[config.mk]
export PLATFORM = sky130hd
export DESIGN_NAME = compute_arbiter_flat
export DESIGN_NICKNAME = d
export VERILOG_FILES = /design/src/rtl/compute_arbiter_if.sv /design/src/rtl/compute_arbiter.sv /design/src/flat_wrapper.sv
export SDC_FILE = /design/constraint.sdc
export NUM_CORES = 1
export LEC_CHECK = 0
export BUFFER_PORTS_ARGS = -buffer_cell sky130_fd_sc_hd__buf_4
export CAP_MARGIN = 20
export CORE_MARGIN = 2
export CORE_UTILIZATION = 45
export DETAILED_ROUTE_END_ITERATION = 8
export PLACE_DENSITY = 0.81
export SETUP_SLACK_MARGIN = 0.15
export SLEW_MARGIN = 10
export SYNTH_ARGS = -nofsm -noshare
export SYNTH_HDL_FRONTEND = slang
export SYNTH_SLANG_ARGS = --single-unit
[constraint.sdc]
create_clock -name clk -period 2.1 [get_ports clk]
set_clock_uncertainty 0.15 [all_clocks]
set_input_delay 0.525 -clock clk [delete_from_list [all_inputs] [get_ports clk]]
set_output_delay 0.525 -clock clk [all_outputs]
set_load 0.05 [all_outputs]
[src/rtl/compute_arbiter_if.sv]
// Client request/operand/ack bundle plus the shared logic-op unit port, as seen by the arbiter.
interface compute_arbiter_if #(parameter int W = 4);
    logic         c0_req, c1_req;
    logic [W-1:0] c0_x, c1_x;
    logic [W-1:0] c0_y, c1_y;
    logic [1:0]   c0_op, c1_op;
    logic         c0_cont, c1_cont;
    logic         c0_ack, c1_ack;
    logic [W-1:0] c0_result, c1_result;
    logic [W-1:0] dev_x, dev_y;
    logic [1:0]   dev_opcode;
    logic         dev_rst, dev_req;
    logic [W-1:0] dev_result;
    logic         busy;
    logic [1:0]   owner;

    modport slave (
        input  c0_req, c1_req, c0_x, c1_x, c0_y, c1_y, c0_op, c1_op, c0_cont, c1_cont, dev_result,
        output c0_ack, c1_ack, c0_result, c1_result, dev_x, dev_y, dev_opcode, dev_rst, dev_req,
               busy, owner
    );

    modport master (
        output c0_req, c1_req, c0_x, c1_x, c0_y, c1_y, c0_op, c1_op, c0_cont, c1_cont, dev_result,
        input  c0_ack, c1_ack, c0_result, c1_result, dev_x, dev_y, dev_opcode, dev_rst, dev_req,
               busy, owner
    );
endinterface

[src/rtl/compute_arbiter.sv]
// Round-robin arbiter sharing one W-bit logic-op accumulator unit between two clients; ack 4 edges after a fresh request, 3 after a chained one.
// Requests are level and held until ack; the losing client simply waits and is served on the next IDLE edge.
module compute_arbiter #(
    parameter int W = 4
) (
    input  logic             clk,
    input  logic             reset,
    compute_arbiter_if.slave bus
);

    typedef enum logic [2:0] {IDLE, LOAD, EXEC, COMMIT, RESP} state_t;

    state_t       state_q, state_d;
    logic         prio_q;
    logic         win_q;
    logic [W-1:0] lat_y_q;
    logic [1:0]   lat_op_q;

    logic         any_req, win, win_cont, fresh;
    logic [W-1:0] win_x, win_y;
    logic [1:0]   win_op;

    logic [W-1:0] dev_x_q, dev_x_d, dev_y_q, dev_y_d;
    logic [1:0]   dev_op_q, dev_op_d;
    logic         dev_rst_q, dev_rst_d, dev_req_q, dev_req_d;
    logic [1:0]   ack_q, ack_d;
    logic [W-1:0] res0_q, res0_d, res1_q, res1_d;
    logic [1:0]   owner_q, owner_d;
    logic         busy_q, busy_d;

    // prio_q names the client that wins a tie, i.e. the one not granted last.
    always_comb begin
        any_req  = bus.c0_req | bus.c1_req;
        win      = (bus.c0_req & bus.c1_req) ? prio_q : bus.c1_req;
        win_x    = win ? bus.c1_x    : bus.c0_x;
        win_y    = win ? bus.c1_y    : bus.c0_y;
        win_op   = win ? bus.c1_op   : bus.c0_op;
        win_cont = win ? bus.c1_cont : bus.c0_cont;
        fresh    = !win_cont || (owner_q != {1'b1, win});
    end

    always_ff @(posedge clk) begin
        if (!reset) begin
            state_q <= IDLE;
        end else begin
            state_q <= state_d;
        end
    end

    always_comb begin
        state_d = state_q;
        case (state_q)
            IDLE:    if (any_req) state_d = fresh ? LOAD : EXEC;
            LOAD:    state_d = EXEC;
            EXEC:    state_d = COMMIT;
            COMMIT:  state_d = RESP;
            RESP:    state_d = IDLE;
            default: state_d = IDLE;
        endcase
    end

    // Outputs are computed one edge ahead and registered; x and cont are consumed on the grant edge itself,
    // so only y/op need to survive into LOAD.
    always_comb begin
        dev_x_d   = dev_x_q;
        dev_y_d   = dev_y_q;
        dev_op_d  = dev_op_q;
        dev_rst_d = 1'b0;
        dev_req_d = 1'b0;
        ack_d     = 2'b00;
        res0_d    = res0_q;
        res1_d    = res1_q;
        owner_d   = owner_q;
        busy_d    = (state_d != IDLE);
        case (state_q)
            IDLE: begin
                if (any_req) begin
                    if (fresh) begin
                        dev_x_d   = win_x;
                        dev_rst_d = 1'b1;
                    end else begin
                        dev_y_d   = win_y;
                        dev_op_d  = win_op;
                        dev_req_d = 1'b1;
                    end
                end
            end
            LOAD: begin
                dev_y_d   = lat_y_q;
                dev_op_d  = lat_op_q;
                dev_req_d = 1'b1;
            end
            COMMIT: begin
                if (win_q) res1_d = bus.dev_result;
                else       res0_d = bus.dev_result;
                ack_d[win_q] = 1'b1;
                owner_d      = {1'b1, win_q};
            end
            default: ;
        endcase
    end

    always_ff @(posedge clk) begin
        if (!reset) begin
            prio_q    <= 1'b0;
            win_q     <= 1'b0;
            lat_y_q   <= '0;
            lat_op_q  <= 2'b00;
            dev_x_q   <= '0;
            dev_y_q   <= '0;
            dev_op_q  <= 2'b00;
            dev_rst_q <= 1'b0;
            dev_req_q <= 1'b0;
            ack_q     <= 2'b00;
            res0_q    <= '0;
            res1_q    <= '0;
            owner_q   <= 2'b00;
            busy_q    <= 1'b0;
        end else begin
            if (state_q == IDLE && any_req) begin
                win_q    <= win;
                prio_q   <= ~win;
                lat_y_q  <= win_y;
                lat_op_q <= win_op;
            end
            dev_x_q   <= dev_x_d;
            dev_y_q   <= dev_y_d;
            dev_op_q  <= dev_op_d;
            dev_rst_q <= dev_rst_d;
            dev_req_q <= dev_req_d;
            ack_q     <= ack_d;
            res0_q    <= res0_d;
            res1_q    <= res1_d;
            owner_q   <= owner_d;
            busy_q    <= busy_d;
        end
    end

    assign bus.dev_x      = dev_x_q;
    assign bus.dev_y      = dev_y_q;
    assign bus.dev_opcode = dev_op_q;
    assign bus.dev_rst    = dev_rst_q;
    assign bus.dev_req    = dev_req_q;
    assign bus.c0_ack     = ack_q[0];
    assign bus.c1_ack     = ack_q[1];
    assign bus.c0_result  = res0_q;
    assign bus.c1_result  = res1_q;
    assign bus.owner      = owner_q;
    assign bus.busy       = busy_q;

endmodule

[src/flat_wrapper.sv]
// flat-port wrapper written by rule: the top's interface ports become plain ports
module compute_arbiter_flat 
#(
    parameter int W = 4
)
  (clk, reset, bus_c0_req, bus_c1_req, bus_c0_x, bus_c1_x, bus_c0_y, bus_c1_y, bus_c0_op, bus_c1_op, bus_c0_cont, bus_c1_cont, bus_dev_result, bus_c0_ack, bus_c1_ack, bus_c0_result, bus_c1_result, bus_dev_x, bus_dev_y, bus_dev_opcode, bus_dev_rst, bus_dev_req, bus_busy, bus_owner);
  compute_arbiter_if #(.W(W)) bus_i ();
  input  logic clk;
  input  logic reset;
  input wire logic [$bits(bus_i.c0_req)-1:0] bus_c0_req;
  input wire logic [$bits(bus_i.c1_req)-1:0] bus_c1_req;
  input wire logic [$bits(bus_i.c0_x)-1:0] bus_c0_x;
  input wire logic [$bits(bus_i.c1_x)-1:0] bus_c1_x;
  input wire logic [$bits(bus_i.c0_y)-1:0] bus_c0_y;
  input wire logic [$bits(bus_i.c1_y)-1:0] bus_c1_y;
  input wire logic [$bits(bus_i.c0_op)-1:0] bus_c0_op;
  input wire logic [$bits(bus_i.c1_op)-1:0] bus_c1_op;
  input wire logic [$bits(bus_i.c0_cont)-1:0] bus_c0_cont;
  input wire logic [$bits(bus_i.c1_cont)-1:0] bus_c1_cont;
  input wire logic [$bits(bus_i.dev_result)-1:0] bus_dev_result;
  output wire logic [$bits(bus_i.c0_ack)-1:0] bus_c0_ack;
  output wire logic [$bits(bus_i.c1_ack)-1:0] bus_c1_ack;
  output wire logic [$bits(bus_i.c0_result)-1:0] bus_c0_result;
  output wire logic [$bits(bus_i.c1_result)-1:0] bus_c1_result;
  output wire logic [$bits(bus_i.dev_x)-1:0] bus_dev_x;
  output wire logic [$bits(bus_i.dev_y)-1:0] bus_dev_y;
  output wire logic [$bits(bus_i.dev_opcode)-1:0] bus_dev_opcode;
  output wire logic [$bits(bus_i.dev_rst)-1:0] bus_dev_rst;
  output wire logic [$bits(bus_i.dev_req)-1:0] bus_dev_req;
  output wire logic [$bits(bus_i.busy)-1:0] bus_busy;
  output wire logic [$bits(bus_i.owner)-1:0] bus_owner;
  assign bus_i.c0_req = bus_c0_req;
  assign bus_i.c1_req = bus_c1_req;
  assign bus_i.c0_x = bus_c0_x;
  assign bus_i.c1_x = bus_c1_x;
  assign bus_i.c0_y = bus_c0_y;
  assign bus_i.c1_y = bus_c1_y;
  assign bus_i.c0_op = bus_c0_op;
  assign bus_i.c1_op = bus_c1_op;
  assign bus_i.c0_cont = bus_c0_cont;
  assign bus_i.c1_cont = bus_c1_cont;
  assign bus_i.dev_result = bus_dev_result;
  assign bus_c0_ack = bus_i.c0_ack;
  assign bus_c1_ack = bus_i.c1_ack;
  assign bus_c0_result = bus_i.c0_result;
  assign bus_c1_result = bus_i.c1_result;
  assign bus_dev_x = bus_i.dev_x;
  assign bus_dev_y = bus_i.dev_y;
  assign bus_dev_opcode = bus_i.dev_opcode;
  assign bus_dev_rst = bus_i.dev_rst;
  assign bus_dev_req = bus_i.dev_req;
  assign bus_busy = bus_i.busy;
  assign bus_owner = bus_i.owner;
  compute_arbiter #(.W(W)) u_core (.clk(clk), .reset(reset), .bus(bus_i));
endmodule
==> results of run 1 <==
==> through the flow <==
| step | setup WS, ns | hold WS (ns) | area (sq um) |
|---|---|---|---|
| 2_1_floorplan | 0.257 | 0.319 | 1460 |
| 3_3_place_gp | 0.112 | 0.294 | 1940 |
| 3_5_place_dp | 0.0439 | 0.303 | 1940 |
| 4_1_cts | 0.225 | 0.276 | 2000 |
| 5_1_grt | 0.173 | 0.302 | 2020 |
| 6_report | 0.288 | 0.291 | 2020 |
==> timing repair <==
| action | in CTS | in global routing |
|---|---|---|
| setup endpoints to repair | 0 | 4 |
| hold buffers | 0 | 0 |
| setup buffers | 0 | 1 |
==> registers in the layout, indices dropped and copies added (netlist names) <==
name                   cells
u_core.ack_q               2
u_core.state_q             3
u_core.lat_op_q            2
u_core.bus.dev_rst         1
u_core.prio_q              1
u_core.bus.dev_opcode      2
u_core.bus.dev_req         1
u_core.bus.dev_y           4
u_core.lat_y_q             4
u_core.bus.dev_x           4
u_core.bus.owner           2
u_core.win_q               1
u_core.bus.c0_result       4
u_core.bus.busy            1
u_core.bus.c1_result       4
==> cell families after synthesis <==
group                  count (synthesis)  share of synthesized area [%]
multiplexers                          20                           13.7
AO/OA/AOI/OAI                         37                           15.9
flip-flops                            36                           49.5
AND/OR/NAND/NOR                       55                           18.1
buffers and inverters                 10                           2.75
==> layout make-up <==
| class | instances | area (sq um) |
|---|---|---|
| fill | 265 | 1050 |
| sequential | 36 | 721 |
| multi-input combinational | 113 | 714 |
| timing repair buffer | 62 | 465 |
| tap | 44 | 55.1 |
| clock buffer | 6 | 51.3 |
| clock inverter | 2 | 10.0 |
| inverter | 2 | 7.51 |
==> critical path: cells and delay by family (launching register included) <==
family | cells | cell delay (ns)
AO/OA/AOI/OAI | 3 | 0.81
flip-flops | 1 | 0.36
multiplexers | 1 | 0.23
AND/OR/NAND/NOR | 1 | 0.18
==> power by group <==
| part | switching, uW | internal (uW) | total (uW) |
|---|---|---|---|
| Clock | 215 | 159 | 374 |
| Sequential | 40.4 | 743 | 784 |
| Combinational | 266 | 178 | 444 |
==> worst min path at each step <==
stage / startpoint / end / depth (start not counted)
floorplan: u_core.prio_q / u_core.prio_q / 2
CTS: bus_dev_result[3] / u_core.bus.c0_result[3] / 3
finish: bus_dev_result[3] / u_core.bus.c0_result[3] / 3
global placement: u_core.bus.c1_result[2] / u_core.bus.c1_result[2] / 2
detailed placement: u_core.bus.c1_result[2] / u_core.bus.c1_result[2] / 2
global route: bus_dev_result[0] / u_core.bus.c0_result[0] / 3
==> synth_stat cells (2+ instances only) <==
library cell   n
nand2b_1       2
a211oi_1      10
nor4_1         2
nand2_1       14
nand3_1        5
dfxtp_1       36
clkbuf_1       6
a21o_1         7
buf_2          2
nor2_1        23
a21oi_1        9
nor3_1         2
mux2i_1       20
o21ai_0        9
inv_1          2
==> metal layers <==
metal  up-vias  GRT usage [%]  share of wire (%)
li1        683              -                  -
met5         -              0                  0
met4         0           6.52                1.2
met1       606           21.4                 40
met3         5           7.46                7.3
met2        55           35.3                 52
==> summary.md, run 1 <==
| Metric | Value |
|---|---|
| Status | `completed` |
| Critical Path AT | `about 1.9 ns` |
| Synth area leader | `dfxtp_1` |
| Nets | `250` |
| Initial DRC Count | `44` |
| Commonest non-fill, non-tap cell in the layout | `buf_4` |
| Setup crit start kind | `flop` |
| Synth area leaders | `dfxtp_1 49%, mux2i_1 14%, nor2_1 5.9%, a211oi_1 5.2%, a21o_1 3.6%` |
| Unique masters post-synth | `24` |
| Seq/Total Area, Yosys | `49.5%` |
| GRT Overall Usage | `between 10% and 20%` |
| Final WL | `approximately 3.3 mm` |
| Headroom to the max-slew limit | `71.3%` |
| Slowest cell delay on critical path | `~0.45 ns` |
| Max Clock Freq | `around 0.55 GHz` |
| ANT cells | `0` |
| Yosys warns | `0` |
| Largest net degree at the start of global routing | `18` |
| Layout area overhead | `39.0%` |
| Die area | `around 0.0037 sq mm` |
| Syn_area_per_cell | `9.22 sq um` |
| Final Non-Filler Cells | `265` |
| Post-Syn Nets | `188` |
| Kind of critical path | `flop to flop` |
| Starting Density | `between 40 and 50%` |
| #FFs+latches synth | `36` |
| Setup violators final | `0` |
| Root Driver | `clkbuf_4` |
| RR Endpoint | `u_core.bus.dev_y[1]` |
| Clock Latency Late Sink | `0.34 ns` |
| Yosys top cell area share | `between 40% and 50%` |
| Worst R2R Start | `u_core.prio_q` |
| CTS buffer count | `5` |
| Hold/Removal Path Class | `input pin to flop` |
| Worst setup startpoint | `u_core.prio_q` |
| Final hold vios | `0` |
| Site row count | `20` |
| Die H | `60.9 microns` |
| Layout cells sized above 1 | `33.9%` |
| Chip width | `slightly above 60 microns` |
| Worst-margin pin slew | `between 0.4 and 0.5 ns` |
| Critical Path End | `u_core.bus.dev_y[1]` |
| CP Max Fanout | `7` |
| Max cap viols | `0` |
| Max Slew Vio Count | `0` |
| Final HPWL DP | `between 2 and 3 mm` |
| Post_cts resized | `0` |
| Clk buf depth | `2` |
| # IOs | `55` |
| DRC | `0` |
| Cells after DPL | `between 200 and 300` |
| PortBufs | `54` |
| Power per Cell Area | `a little under 800 mW/mm^2` |
| Worst r2r path cells | `5` |
| R2r setup slk | `roughly 0.29 ns` |
| Post-DRT Antenna Nets | `0` |
| CTS tree | `done` |
| Final RePlAce weighted congestion | `between 0.8 and 0.9` |
| Kind of end point of the critical path | `flop` |
| 1st-pass router iterations | `4` |
| Via count | `1349` |
| WL per Instance | `roughly 13 microns` |
| Finished Core Util | `approximately two thirds` |
| Final period util | `86.3%` |
| CTS Sinks | `36` |
| Commonest cells after routing, fill and taps aside | `62 x buf_4, 36 x dfxtp_1, 23 x nor2_1, 20 x mux2i_1, 14 x nand2_1` |
| CP Cell Sequence | `nand2b_1 > a21oi_1 > a31oi_1 > o21a_1 > mux2i_1` |
| Core area | `between 0.003 and 0.004 sq mm` |
| Peak supply drop | `0.572 mV` |
| PnR Total Power | `approximately 1600 uW` |
| Async SR Flop Fraction | `0%` |
| Leakage | `0.000965 uW` |
| Initial antenna violation count | `0` |
| Grt ovf | `0` |
| Ys flop type | `dfxtp_1` |
| First-pass GRT wire length | `around 5.4 mm` |
| Min cycle time layout | `~1.8 ns` |
| Post-synth EDFFs | `0` |
| Clock Pin Slew Worst Setup and Hold Paths | `approximately 0.10 ns` |
| Critical Path RT | `between 2 and 2.5 ns` |
| Gate Count Post-Synth | `158` |
| Slowest cell on crit path | `o21a_1` |
| Vias in the first global route | `1249` |
| Synth Cell Area | `0.00146 sq mm` |
| RSZ-0062 raised after global routing | `false` |
| DR vias/cell | `5.09` |
| Setup_tns | `0 ns` |
| H-tree depth | `2` |
(Power assumes the default switching activity.)
==> run 2, diff against run 1 <==
REMOVE_ABC_BUFFERS = 1   (was unset)
==> summary.md, run 2 (same netlist as run 1, synthesis figures left out) <==
| Metric | Value |
|---|---|
| Max cap viols | `0` |
| Grt ovf | `0` |
| Top Metal Used | `met4` |
| CTS Sinks | `36` |
| Slowest cell delay on critical path | `about 0.62 ns` |
| CTS tree | `done` |
| Initial antenna violation count | `0` |
| Core area | `approximately 0.0031 sq mm` |
| Initial DRC Count | `46` |
| Commonest non-fill, non-tap cell in the layout | `buf_4` |
| Vias in the first global route | `1256` |
| Worst-margin pin slew | `around 0.44 ns` |
| Leakage | `just under 0.001 uW` |
| Power per Cell Area | `791 mW/mm^2` |
| Switching part of the total | `roughly a third` |
| Kind of critical path | `flop to flop` |
| Min cycle time layout | `1.81 ns` |
| Kind of end point of the critical path | `flop` |
| Setup_tns | `0 ns` |
| Reg power frac | `between 40% and 50%` |
| RSZ-0062 raised after global routing | `false` |
| Starting Density | `approximately 47%` |
| Final period util | `86.3%` |
| Setup crit start kind | `flop` |
| Max Slew Vio Count | `0` |
| Wire length on met2 | `around 1.9 mm` |
| Status | `completed` |
| Critical Path AT | `1.93 ns` |
| Critical Path RT | `2.22 ns` |
| GRT Overall Usage | `approximately a fifth` |
| DR vias/cell | `5.13` |
| Peak supply drop | `0.425 mV` |
| Max Clock Freq | `0.551 GHz` |
| ANT cells | `0` |
| Layout cells sized above 1 | `around 34%` |
| Nets | `250` |
| DRC | `0` |
| H-tree depth | `2` |
| CP Max Fanout | `8` |
| First-pass GRT wire length | `~5.4 mm` |
| Chip width | `60.9 microns` |
| Hold/Removal Path Class | `input pin to flop` |
| WP buf/inv | `0` |
| Via count | `around 1400` |
| DRT met1 WL | `1.39 mm` |
| Die H | `slightly above 60 microns` |
| FF+latch area | `721 sq um` |
| Clock Latency Late Sink | `approximately 0.35 ns` |
| # IOs | `between 50 and 60` |
| Slowest cell on crit path | `or4_4` |
| Die area | `roughly 0.0037 sq mm` |
| Largest net degree at the start of global routing | `18` |
| Clock Pin Slew Worst Setup and Hold Paths | `about 0.12 ns` |
| Number of fill cells | `271` |
| PortBufs | `54` |
| Final RePlAce weighted congestion | `~0.93` |
| Delay-heaviest family, CP | `simple AND/OR/NAND/NOR gates` |
| Clock power frac | `a little under a quarter` |
| Layout area overhead | `39.5%` |
| Clk buf depth | `2` |
| Met3 WL | `250 microns` |
| Final hold vios | `0` |
| WL per Instance | `around 13 microns` |
| CTS buffer count | `5` |
| Final HPWL DP | `2.63 mm` |
| Combinational share of power | `28.6%` |
| Root Driver | `clkbuf_4` |
| Min Hold Slack | `about 0.29 ns` |
| Site row count | `20` |
| Final WL | `3.55 mm` |
| R2r setup slk | `around 0.29 ns` |
| Post-DRT Antenna Nets | `0` |
| Headroom to the max-slew limit | `70.9%` |
| Setup violators final | `0` |
| Psw | `about 550 uW` |
| Commonest cells after routing, fill and taps aside | `61 x buf_4, 36 x dfxtp_1, 23 x nor2_1, 20 x mux2i_1, 14 x nand2_1` |
| Int Power | `1060 uW` |
| 1st-pass router iterations | `4` |
| CP Cell Sequence | `or4_4 > nor3b_4 > nor2_1 > a211oi_1` |
| Multi-input logic area | `714 sq um` |
-- run 2: timing repair --
item | CTS | global route
gates resized for setup | 0 | 0
setup endpoints to repair | 0 | 4
buffers inserted | 0 | 2
hold buffers | 0 | 0
-- run 2: metrics by stage --
stage                     instances  setup slack (ns)  power [uW]  utilization (%)  cell area (sq um)
after detailed placement        254           -0.0132        1240             63.3               1950
final                           265             0.287        1610             66.0               2030
after floorplan                 150            0.0658        1070                -               1420
after global placement          254             0.117        1230             63.3               1950
after global routing            265             0.204        1690             66.0               2030
after CTS                       262             0.169        1600             65.1               2000
-- run 2: final timing paths --
check,from,end,depth (start not counted)
setup / recovery,u_core.state_q[2],u_core.bus.dev_x[3],4
hold / removal,bus_dev_result[0],u_core.bus.c0_result[0],3
setup reg to reg,u_core.state_q[2],u_core.bus.dev_x[3],4
hold reg to reg,u_core.bus.c1_result[2],u_core.bus.c1_result[2],2
-- run 2: layer usage --
layer,track usage (%),vias to the layer above
met3,5.54,7
met1,22.4,619
met2,35.3,49
met5,0,-
met4,10.9,0
li1,-,685
-- run 2: power by group through the flow --
| stage | clock, uW | sequential [uW] | combinational, uW |
|---|---|---|---|
| floorplan | 0 | 909 | 165 |
| global route | 404 | 790 | 492 |
| global placement | 0 | 794 | 433 |
| finish | 365 | 782 | 459 |
| detailed placement | 0 | 797 | 447 |
| CTS | 371 | 782 | 448 |
-- run 2: worst min-delay path, delay by kind of cell --
kind          cells  cell delay [ns]
simple gates      1             0.07
buf+inv           1             0.09
mux               1             0.06
-- run 2: area by class of cell --
class	count	area share (%)
clock inverters	3	0.924
multi-input cells	113	35.2
flip-flops and latches	36	35.5
inverters	2	0.369
well taps	44	2.71
repair buffers	62	23.5
clock buffers	5	1.85
